### src/rtl/db_arbiter.sv
// Round-robin arbiter sharing one bus slave port between an instruction-fetch master (m0)
// and a data master (m1); a watchdog aborts transactions the slave never completes.
module db_arbiter #(
    parameter int unsigned TIMEOUT_CYCLES = 1000000
) (
    input  logic        clk,
    input  logic        res_n,
    input  logic        m0_re,
    input  logic        m0_we,
    input  logic        m0_io,
    input  logic [31:0] m0_addr,
    input  logic [31:0] m0_dataOut,
    output logic [31:0] m0_dataIn,
    output logic        m0_done,
    output logic        m0_err,
    input  logic        m1_re,
    input  logic        m1_we,
    input  logic        m1_io,
    input  logic [31:0] m1_addr,
    input  logic [31:0] m1_dataOut,
    output logic [31:0] m1_dataIn,
    output logic        m1_done,
    output logic        m1_err,
    output logic        s_re,
    output logic        s_we,
    output logic        s_io,
    output logic [31:0] s_addr,
    output logic [31:0] s_dataOut,
    input  logic [31:0] s_dataIn,
    input  logic        s_ready,
    output logic [1:0]  dbg_state
);
    // Handshake: a master holds re|we and its address/data stable until it samples its
    // done pulse; the slave accepts a command on any cycle in which it shows s_ready=1.
    localparam int unsigned WD_W = $clog2(TIMEOUT_CYCLES);
    localparam logic [WD_W-1:0] WD_LAST = WD_W'(TIMEOUT_CYCLES - 1);

    typedef enum logic [1:0] {
        S_IDLE  = 2'd0,
        S_ISSUE = 2'd1,
        S_WAIT  = 2'd2,
        S_DONE  = 2'd3
    } state_e;

    state_e            state_q, state_d;
    logic              last_q, last_d;
    logic              gnt_q, gnt_d;
    logic              rd_q, rd_d;
    logic [WD_W-1:0]   wd_q, wd_d;
    logic              s_re_q, s_re_d, s_we_q, s_we_d, s_io_q, s_io_d;
    logic [31:0]       s_addr_q, s_addr_d, s_dout_q, s_dout_d;
    logic [31:0]       m0_din_q, m0_din_d, m1_din_q, m1_din_d;
    logic              m0_done_q, m0_done_d, m1_done_q, m1_done_d;
    logic              m0_err_q, m0_err_d, m1_err_q, m1_err_d;

    logic pend0, pend1, pick, sel_re, sel_we;

    assign pend0  = m0_re | m0_we;
    assign pend1  = m1_re | m1_we;
    // On a tie the master that did not win last time is served.
    assign pick   = (pend0 && pend1) ? ~last_q : pend1;
    assign sel_re = pick ? m1_re : m0_re;
    assign sel_we = pick ? m1_we : m0_we;

    always_comb begin
        state_d   = state_q;
        last_d    = last_q;
        gnt_d     = gnt_q;
        rd_d      = rd_q;
        wd_d      = wd_q;
        s_re_d    = 1'b0;
        s_we_d    = 1'b0;
        s_io_d    = s_io_q;
        s_addr_d  = s_addr_q;
        s_dout_d  = s_dout_q;
        m0_din_d  = m0_din_q;
        m1_din_d  = m1_din_q;
        m0_done_d = 1'b0;
        m1_done_d = 1'b0;
        m0_err_d  = 1'b0;
        m1_err_d  = 1'b0;
        unique case (state_q)
            S_IDLE: begin
                if (s_ready && (pend0 || pend1)) begin
                    gnt_d    = pick;
                    last_d   = pick;
                    wd_d     = '0;
                    s_re_d   = sel_re;
                    s_we_d   = sel_we;
                    s_io_d   = pick ? m1_io : m0_io;
                    s_addr_d = pick ? m1_addr : m0_addr;
                    s_dout_d = pick ? m1_dataOut : m0_dataOut;
                    // The slave gives we precedence, so re+we is a write.
                    rd_d     = sel_re & ~sel_we;
                    state_d  = S_ISSUE;
                end
            end
            S_ISSUE: state_d = S_WAIT;
            S_WAIT: begin
                if (s_ready || (wd_q >= WD_LAST)) begin
                    m0_done_d = ~gnt_q;
                    m1_done_d = gnt_q;
                    m0_err_d  = ~gnt_q & ~s_ready;
                    m1_err_d  = gnt_q & ~s_ready;
                    if (s_ready && rd_q) begin
                        if (gnt_q) m1_din_d = s_dataIn;
                        else       m0_din_d = s_dataIn;
                    end
                    state_d = S_DONE;
                end else begin
                    wd_d = wd_q + 1'b1;
                end
            end
            S_DONE:  state_d = S_IDLE;
            default: state_d = S_IDLE;
        endcase
    end

    always_ff @(posedge clk or negedge res_n) begin
        if (!res_n) begin
            state_q   <= S_IDLE;
            last_q    <= 1'b1;
            gnt_q     <= 1'b0;
            rd_q      <= 1'b0;
            wd_q      <= '0;
            s_re_q    <= 1'b0;
            s_we_q    <= 1'b0;
            s_io_q    <= 1'b0;
            s_addr_q  <= '0;
            s_dout_q  <= '0;
            m0_din_q  <= '0;
            m1_din_q  <= '0;
            m0_done_q <= 1'b0;
            m1_done_q <= 1'b0;
            m0_err_q  <= 1'b0;
            m1_err_q  <= 1'b0;
        end else begin
            state_q   <= state_d;
            last_q    <= last_d;
            gnt_q     <= gnt_d;
            rd_q      <= rd_d;
            wd_q      <= wd_d;
            s_re_q    <= s_re_d;
            s_we_q    <= s_we_d;
            s_io_q    <= s_io_d;
            s_addr_q  <= s_addr_d;
            s_dout_q  <= s_dout_d;
            m0_din_q  <= m0_din_d;
            m1_din_q  <= m1_din_d;
            m0_done_q <= m0_done_d;
            m1_done_q <= m1_done_d;
            m0_err_q  <= m0_err_d;
            m1_err_q  <= m1_err_d;
        end
    end

    assign s_re      = s_re_q;
    assign s_we      = s_we_q;
    assign s_io      = s_io_q;
    assign s_addr    = s_addr_q;
    assign s_dataOut = s_dout_q;
    assign m0_dataIn = m0_din_q;
    assign m1_dataIn = m1_din_q;
    assign m0_done   = m0_done_q;
    assign m1_done   = m1_done_q;
    assign m0_err    = m0_err_q;
    assign m1_err    = m1_err_q;
    assign dbg_state = state_q;
endmodule
### config.mk
export PLATFORM = sky130hd
export DESIGN_NAME = db_arbiter
export DESIGN_NICKNAME = d
export VERILOG_FILES = /design/src/rtl/db_arbiter.sv
export SDC_FILE = /design/constraint.sdc
export NUM_CORES = 1
export LEC_CHECK = 0
export CORE_ASPECT_RATIO = 1.2
export CORE_MARGIN = 2
export CORE_UTILIZATION = 35
export CTS_CLUSTER_SIZE = 8
export DETAILED_ROUTE_END_ITERATION = 16
export PLACE_DENSITY = 0.69
export SETUP_SLACK_MARGIN = 0.4
export SLEW_MARGIN = 25
export SYNTH_ARGS = -nofsm -noshare
export SYNTH_HDL_FRONTEND = slang
export SYNTH_SLANG_ARGS = --single-unit
### constraint.sdc
create_clock -name clk -period 3.3 [get_ports clk]
set_clock_uncertainty 0.2 [all_clocks]
set_input_delay 0.33 -clock clk [delete_from_list [all_inputs] [get_ports clk]]
set_output_delay 0.33 -clock clk [all_outputs]
set_load 0.05 [all_outputs]
==> reports/results.tsv, run 1 <==
stage	metric	value	unit
status	outcome	finished, final reports clean	
final_layout	nets@finish	1083	
route	drt via density	4.78	
setup_path	RR Startpoint	wd_q[0]	
setup_path	r2r setup slk	950	ps
pwr	Peak VDD IR	0.503	mV
sta	Period minus WS final	2350	ps
sta	RSZ-0062 raised after global routing	false	
logic_synthesis	register bit total from synthesis	160	
sta	worst setup margin	946	ps
worst_hold_path	Worst Hold Class	primary input to asynchronous set/reset pin	
clock_tree	Clock Latency Late Sink	410	ps
sta	worst-margin pin slew	695	ps
clock_tree	setup bufs post-CTS	0	
sta	setup_tns	0	ps
pwr	PD cells	1030	mW/mm2
logic_synthesis	syn_nets	775	
logic_synthesis	Distinct cells, synth	40	
pwr	Comb power frac	54.6	%
logic_synthesis	syn avg cell area	11.7	um2
setup_path	Worst R2R Path Depth	7	
route	Routed WL	18.9	mm
pwr	sw power	5.28	mW
final_layout	fillcell total	1743	
floorplanning	Core ar.	0.0197	mm2
final_layout	share of layout cells above drive strength 1	13.9	%
floorplanning	die area	0.0213	mm2
setup_path	Setup crit end kind	flop	
final_layout	multi-input logic area	0.00286	mm2
clock_tree	clock-pin slew on the worst setup and hold paths	70	ps
final_layout	most frequent cells in the layout	clkdlybuf4s50_1, dfrtp_1, nand2_1	
clock_tree	# hold bufs at CTS	1	
final_layout	Final Core Density	56.2	%
setup_path	Worst setup startpoint	wd_q[0]	
global_route	total track usage	18.1	%
sta	relative slew slack	53.5	%
floorplanning	Initial Util	35.9	%
sta	Setup Viol. Count Final	0	
floorplanning	die width	134	um
placed_design	GP Congestion	0.791	
pwr	internal power	6.12	mW
final_layout	ANT cells	0	
final_layout	design area	0.0111	mm2
setup_path	crit start category	flop	
placed_design	Place WS	639	ps
global_route	global-route wire length before repair	30.2	mm
global_route	pin count of the biggest net entering global routing	80	
clock_tree	CTS Buf Count	17	
setup_path	crit-path max FO	5	
pwr	sequential power share	27.9	%
sta	final hold violations	0	
sta	hold_ws	235	ps
setup_path	RR Endpoint	dbg_state[1]	
setup_path	WP data required	3400	ps
clock_tree	Clock Path Buffers	2	
pwr	sw frac	46.3	%
final_layout	Storage cell area	0.00401	mm2
floorplanning	num rows	56	
logic_synthesis	Primary FF master, synth	dfrtp_1	
clock_tree	root buffer cell	clkbuf_16	
logic_synthesis	mapped cell area	0.00706	mm2
placed_design	Post-DP HPWL	14.5	mm
route	via count	5661	
run	MaxCap Viol Count	0	
logic_synthesis	Syn Inst Count	603	
route	post-DR wirelength/cell	16.0	um
final_layout	most common cell after layout, fill and taps aside	clkdlybuf4s50_1	
logic_synthesis	register area share after synthesis	56.7	%
final_layout	Layout area overhead	56.8	%
setup_path	Worst Setup EP	dbg_state[1]	
route	Post-route DRC	0	
sta	Max Freq	425	MHz
floorplanning	Die Ht	160	um
clock_tree	Post-CTS Resized	0	
setup_path	WS Path Type	flop to flop	
route	First-pass DRT Iterations	4	
pwr	clock share of power	17.5	%
logic_synthesis	Yosys warning total	0	
logic_synthesis	EDFF count, synth	0	
clock_tree	CTS tree	yes	
pwr	LEAKAGE	4.87	nW
route	Initial DRC Count	199	
sta	final slew viol count	0	
global_route	initial antenna violation count	0	
floorplanning	IO Pins	306	
clock_tree	Clock Sinks	160	
setup_path	Critical Path AT	2460	ps
placed_design	Post-DP Area	0.0105	mm2
logic_synthesis	Async SR Flop Fraction	100	%
route	Routed Antenna Nets	0	
clock_tree	H-Tree Depth	4	
sta	final period utilization	71.3	%
global_route	number of global-route vias before repair	5822	
global_route	GRT Residual Overflow	0	
placed_design	port bufs	305	
stage by stage:
stage	power, mW	cells
after CTS	11.5	1185
after global routing	12.0	1185
after detailed placement	9.50	1152
final	11.4	1185
after floorplan	7.20	603
after global placement	9.43	1152
power groups by stage:
stage                     clock network, mW  logic [mW]  registers [mW]
final                                  2.00        6.23            3.18
after floorplan                           0        1.33            5.88
after global routing                   2.15        6.53            3.29
after CTS                              2.05        6.29            3.19
after detailed placement                  0        6.28            3.22
after global placement                    0        6.24            3.19
layer usage:
metal	global-route usage, %	share of wire, %
met1	19.3	37
met2	33.9	54
met3	4.87	6.3
met4	6.53	2.5
met5	0	0
how the worst min path moves through the flow:
stage,endpoint,slack [ps],cells after the start
after floorplan,dbg_state[0],-170,0
after global placement,wd_q[19],120,1
after detailed placement,s_dataOut[10],120,1
after CTS,s_dataOut[21],240,2
after global routing,s_dataOut[19],290,2
final,wd_q[19],230,2
state kept, by name, summed over array words and instances, names as in the netlist, 2 cells and up:
register / count
m0_dataIn: 32
wd_q: 20
s_addr: 32
m1_dataIn: 32
dbg_state: 2
s_dataOut: 32
Yosys cell counts, types with 5 or more instances:
library cell / count / area (um2)
a21oi_1: 17 / 85.1
a221o_1: 5 / 50.1
and3_1: 7 / 43.8
buf_2: 12 / 60.1
clkbuf_1: 15 / 56.3
dfrtp_1: 159 / 3980
inv_1: 8 / 30.0
mux2_2: 66 / 743
mux2i_1: 74 / 741
nand2_1: 85 / 319
nand2b_1: 5 / 31.3
nand3_1: 10 / 50.1
nand4_1: 8 / 50.1
nor2_1: 17 / 63.8
nor3_1: 9 / 45.0
o21ai_0: 69 / 345
worst max-delay path: stages (launching register included):
cell	delay, ps
dfrtp_1	410
ha_1	250
and3_1	250
nand4_1	130
a21oi_1	80
nor3_1	380
a21o_1	210
mux2_2	330
kinds of logic after synthesis:
family / share of synthesized area, %
compound gates: 8.83
fa+ha+maj: 0.532
flops: 56.7
mux: 21.0
buf+inv: 3.03
simple gates: 9.85
final cells by class:
class,instances,share of cell area (%)
Clock buffer,17,3.84
Clock inverter,15,1.61
Inverter,8,0.271
Multi-Input combinational cell,399,25.8
Sequential cell,160,36.2
Tap cell,261,2.95
Timing Repair Buffer,325,29.3
No activity file was read; power rests on OpenSTA's default activity.
==> run 2: changes to the inputs <==
- clock period: 3.3 -> 2.25 ns (I/O delays scaled with it)
==> reports/results.tsv, run 2 (synthesized netlist as in run 1, its figures left out) <==
stage	metric	value	unit	change
sta	final hold violations	0		unchanged
clock_tree	clock-pin slew on the worst setup and hold paths	70	ps	about the same
clock_tree	Clock Latency Late Sink	420	ps	about the same
placed_design	Place WS	50.5	ps	-589 ps
sta	Period minus WS final	2170	ps	-189 ps
route	Initial DRC Count	196		-1.5%
clock_tree	CTS Buf Count	17		unchanged
clock_tree	root buffer cell	clkbuf_16		
route	post-DR wirelength/cell	16.4	um	+2.5%
setup_path	Setup crit end kind	flop		
setup_path	crit start category	flop		
floorplanning	Die Ht	160	um	unchanged
final_layout	nets@finish	1134		+4.7%
pwr	LEAKAGE	5.61	nW	+15%
final_layout	ANT cells	0		unchanged
final_layout	most frequent cells in the layout	clkdlybuf4s50_1, dfrtp_1, dlygate4sd2_1		
sta	final slew viol count	0		unchanged
sta	worst-margin pin slew	577	ps	-118 ps
sta	setup_tns	0	ps	unchanged
pwr	Peak VDD IR	0.688	mV	+37%
sta	RSZ-0062 raised after global routing	true		
clock_tree	Clock Sinks	160		unchanged
global_route	initial antenna violation count	0		unchanged
route	via count	5928		+4.7%
sta	Max Freq	462	MHz	+8.7%
placed_design	Post-DP HPWL	14.3	mm	-1.6%
route	Routed WL	20.2	mm	+6.9%
sta	final period utilization	96.2	%	+25 points
setup_path	crit-path leading delay family	simple AND/OR/NAND/NOR gates		
setup_path	WS Path Type	flop to flop		
pwr	PD cells	1410	mW/mm2	+37%
floorplanning	die area	0.0213	mm2	unchanged
worst_hold_path	Worst Hold Class	primary input to asynchronous set/reset pin		
final_layout	most common cell after layout, fill and taps aside	clkdlybuf4s50_1		
global_route	total track usage	19.0	%	+0.90 points
route	drt via density	4.80		+0.40%
floorplanning	Initial Util	35.9	%	unchanged
global_route	number of global-route vias before repair	5893		+1.2%
global_route	pin count of the biggest net entering global routing	53		-34%
setup_path	Critical Path AT	2270	ps	-190 ps
run	MaxCap Viol Count	0		unchanged
floorplanning	die width	134	um	unchanged
sta	worst setup margin	84.6	ps	-861 ps
placed_design	port bufs	305		unchanged
sta	Setup Viol. Count Final	0		unchanged
setup_path	Crit path buffers/inverters	1		+1
floorplanning	num rows	56		unchanged
route	Routed Antenna Nets	0		unchanged
floorplanning	IO Pins	306		unchanged
sta	relative slew slack	61.7	%	+8.2 points
clock_tree	CTS tree	yes		
route	Post-route DRC	0		unchanged
clock_tree	H-Tree Depth	4		unchanged
setup_path	critical-path cell list	or2_4 -> a2111oi_4 -> nor4b_4 -> buf_4 -> and2_4 -> and3_1 -> a221o_1		
setup_path	Slowest-stage cell, CP	dfrtp_1		
final_layout	Layout area overhead	65.8	%	
global_route	global-route wire length before repair	31.7	mm	+5.0%
placed_design	GP Congestion	0.812		+2.7%
setup_path	WP data required	2350	ps	-1050 ps
final_layout	Final Core Density	59.4	%	+3.2 points
global_route	GRT Residual Overflow	0		unchanged
setup_path	crit-path max FO	8		+3
clock_tree	Clock Path Buffers	2		unchanged
status	outcome	finished, final reports clean		
route	First-pass DRT Iterations	4		unchanged
setup_path	max incr delay on CP	380	ps	-30 ps
floorplanning	Core ar.	0.0197	mm2	unchanged
final_layout	share of layout cells above drive strength 1	21.4	%	+7.6 points
## run 2: timing repair
action                                 CTS  global route
setup endpoints to repair              168           128
buffers inserted                        15             9
resized for setup                      154            27
hold buffers                             1             0
pin swaps                                4             8
cloned                                   5             3
endpoints found under the hold margin  159             0
## run 2: where the power goes
group          internal [mW]  leakage (nW)  total, mW  switching [mW]
logic                   2.87          3.28       8.89            6.02
registers               4.06          2.04       4.64           0.586
clock network           1.71         0.298       2.96            1.25
total                   8.63          5.61       16.5            7.86
## run 2: path summary, 6_finish.rpt
check                          startpoint            end  slack [ps]  cells past startpoint
min reg2reg                 s_dataOut[25]  s_dataOut[25]         270                      2
max in group asynchronous           res_n  m0_dataIn[23]        1110                      3
max                              wd_q[12]        wd_q[9]          80                      7
min in group clk           m1_dataOut[16]  s_dataOut[16]         220                      3
min                                 res_n  s_dataOut[14]          50                      2
max reg2reg                      wd_q[12]        wd_q[9]          80                      7
## run 2: cell type report
type | count | area, um2
timing repair buffer | 373 | 3670
clock buffer | 18 | 439
inverter | 8 | 32.5
clock inverter | 14 | 168
fill | 1689 | 7990
tap | 261 | 327
sequential | 160 | 4010
multi-input combinational | 402 | 3050
## run 2: layer usage
layer | wire length [um] | share of wire [%] | up-vias | track usage (%)
li1 | - | - | 2863 | -
met1 | 7830 | 39 | 2818 | 21.7
met2 | 10600 | 52 | 227 | 33.8
met3 | 1530 | 7.6 | 20 | 5.86
met4 | 286 | 1.4 | 0 | 5.80
met5 | 0 | 0 | - | 0
## run 2: per-stage QoR
stage | hold WS, ps | std cells | area [um2] | total power [mW]
floorplan | -271 | 603 | 7150 | 10.6
global placement | -65.2 | 1171 | 10700 | 14.0
detailed placement | -67.2 | 1171 | 10700 | 14.1
CTS | 41.2 | 1224 | 11400 | 16.4
global route | 58.7 | 1236 | 11700 | 17.4
finish | 50.8 | 1236 | 11700 | 16.5
==> run 3: changes to the inputs <==
- CTS_CLUSTER_SIZE: 8 -> 30
- GPL_TIMING_DRIVEN: not set -> 0
- SLEW_MARGIN: 25 -> 20
==> reports/results.tsv, run 3 (synthesized netlist as in run 1, its figures left out) <==
stage	metric	value	unit	change
sta	setup_tns	0	ps	unchanged
sta	RSZ-0062 raised after global routing	true		
setup_path	critical-path cell list	buf_6 -> o31ai_4 -> a2111oi_4 -> nor4b_4 -> buf_4 -> a21oi_4 -> buf_6 -> a221o_1		
clock_tree	Clock Path Buffers	2		unchanged
clock_tree	CTS Buf Count	17		unchanged
clock_tree	H-Tree Depth	4		unchanged
final_layout	share of layout cells above drive strength 1	23.6	%	+2.2 points
final_layout	most common cell after layout, fill and taps aside	clkdlybuf4s50_1		
final_layout	Layout area overhead	69.6	%	
setup_path	max incr delay on CP	370	ps	about the same
setup_path	Setup crit end kind	flop		
route	Initial DRC Count	228		+16%
clock_tree	Clock Sinks	160		unchanged
setup_path	Worst R2R Path Depth	8		+1
setup_path	number of cells on the critical path	8		+1
status	outcome	finished, final reports clean		
setup_path	r2r setup slk	50	ps	-30 ps
worst_hold_path	Hold Path Depth	3		
sta	relative slew slack	59.7	%	-2.0 points
setup_path	WP data required	2360	ps	about the same
global_route	GRT Residual Overflow	0		unchanged
sta	Setup Viol. Count Final	0		unchanged
placed_design	Place WS	-547	ps	-598 ps
route	Routed WL	21.5	mm	+6.3%
clock_tree	clock-pin slew on the worst setup and hold paths	70	ps	about the same
setup_path	crit start category	flop		
final_layout	nets@finish	1155		+1.9%
route	First-pass DRT Iterations	4		unchanged
placed_design	Post-DP Area	0.0106	mm2	-1.7%
route	post-DR wirelength/cell	17.1	um	+4.4%
placed_design	Post-DP HPWL	15.3	mm	+7.0%
global_route	number of global-route vias before repair	6062		+2.9%
floorplanning	Initial Util	35.9	%	unchanged
route	Routed Antenna Nets	0		unchanged
setup_path	Crit path buffers/inverters	3		+2
floorplanning	num rows	56		unchanged
floorplanning	die area	0.0213	mm2	unchanged
floorplanning	Core ar.	0.0197	mm2	unchanged
route	via count	6084		+2.6%
pwr	Peak VDD IR	0.656	mV	-4.6%
setup_path	Slowest-stage cell, CP	dfrtp_1		
sta	Period minus WS final	2200	ps	+30.1 ps
route	Post-route DRC	0		unchanged
run	MaxCap Viol Count	0		unchanged
sta	worst setup margin	54.6	ps	-30.1 ps
sta	final slew viol count	0		unchanged
setup_path	RR Startpoint	wd_q[6]		
global_route	global-route wire length before repair	33.1	mm	+4.2%
global_route	pin count of the biggest net entering global routing	92		+74%
setup_path	most used cell, CP	buf_6		
setup_path	crit-path max FO	6		-2
setup_path	Critical Path AT	2300	ps	+30 ps
final_layout	most frequent cells in the layout	clkdlybuf4s50_1, dfrtp_1, dlygate4sd2_1		
worst_hold_path	hold path startpoint	m0_we		
global_route	initial antenna violation count	1		+1
pwr	LEAKAGE	5.80	nW	+3.2%
pwr	PD cells	1410	mW/mm2	+0.35%
clock_tree	root buffer cell	clkbuf_16		
floorplanning	die width	134	um	unchanged
clock_tree	CTS tree	yes		
setup_path	crit-path leading delay family	compound AO/OA/AOI/OAI gates		
final_layout	design area	0.0120	mm2	+2.3%
sta	final period utilization	97.6	%	+1.3 points
floorplanning	Die Ht	160	um	unchanged
setup_path	WS Path Type	flop to flop		
route	drt via density	4.84		+0.84%
sta	final hold violations	0		unchanged
setup_path	Worst setup startpoint	wd_q[6]		
placed_design	GP Congestion	0.798		-1.7%
global_route	total track usage	19.9	%	+0.89 points
sta	worst-margin pin slew	607	ps	+30.0 ps
floorplanning	IO Pins	306		unchanged
worst_hold_path	Worst Hold Class	primary input to flop		
clock_tree	Clock Latency Late Sink	420	ps	about the same
sta	Max Freq	455	MHz	-1.4%
placed_design	port bufs	305		unchanged
## run 3: cell types whose count changed in the layout (fill, tap and decap cells not counted), sizes merged
cell	delta
clkdlybuf4s50	-5
dlygate4sd2	+2
bufinv	-1
clkinv	+4
buf	+11
clkbuf	+13
diode	+1
inv	-3
dlymetal6s2s	+3
and2	-3
## run 3: layout make-up
cell class | instances | area, um2
tap | 261 | 327
sequential | 160 | 4010
clock buffer | 18 | 439
buffer | 36 | 400
multi-input combinational | 399 | 3110
fill | 1687 | 7710
antenna | 1 | 2.50
timing repair buffer | 361 | 3500
inverter | 8 | 32.5
clock inverter | 14 | 151
## run 3: path summary, 6_finish.rpt
check	to
max in group asynchronous	dbg_state[0]
worst max-delay path	wd_q[13]
worst max register to register	wd_q[13]
worst min register to register	s_addr[29]
min in group asynchronous	s_dataOut[9]
worst min-delay path	s_we
## run 3: where the power goes
part / switching (mW) / internal (mW) / total, mW
Combinational: 6.23 / 3.17 / 9.40
Clock: 1.29 / 1.60 / 2.88
Sequential: 0.597 / 4.06 / 4.65
## run 3: metal layers
layer	vias to the layer above	GRT usage, %	wire length (um)
met4	0	6.96	490
met3	36	6.18	1580
met1	2901	23.6	8490
li1	2904	-	-
met5	-	0	0
met2	243	34.0	10900
## run 3: metrics by stage
stage | utilization (%) | hold WS [ps] | std cells | total power, mW
after floorplan | - | -271 | 603 | 10.6
after global placement | 53.5 | 260 | 1169 | 13.9
after detailed placement | 53.6 | 9.48 | 1170 | 14.0
after CTS | 58.0 | 137 | 1233 | 16.5
after global routing | 60.8 | 92.9 | 1258 | 17.8
final | 60.8 | 73.8 | 1258 | 16.9
## run 3: repair_timing
action	in CTS	in global routing
setup buffers	28	19
cloned	2	5
hold buffers	1	0
pin swaps	17	14
endpoints found under the setup margin	293	154
endpoints found under the hold margin	69	0
resized for setup	191	96
## run 3: worst register-to-register path: stages, from the launching register on
cell	delay, ps
dfrtp_1	370
buf_6	130
o31ai_4	280
a2111oi_4	120
nor4b_4	240
buf_4	160
a21oi_4	100
buf_6	170
a221o_1	320
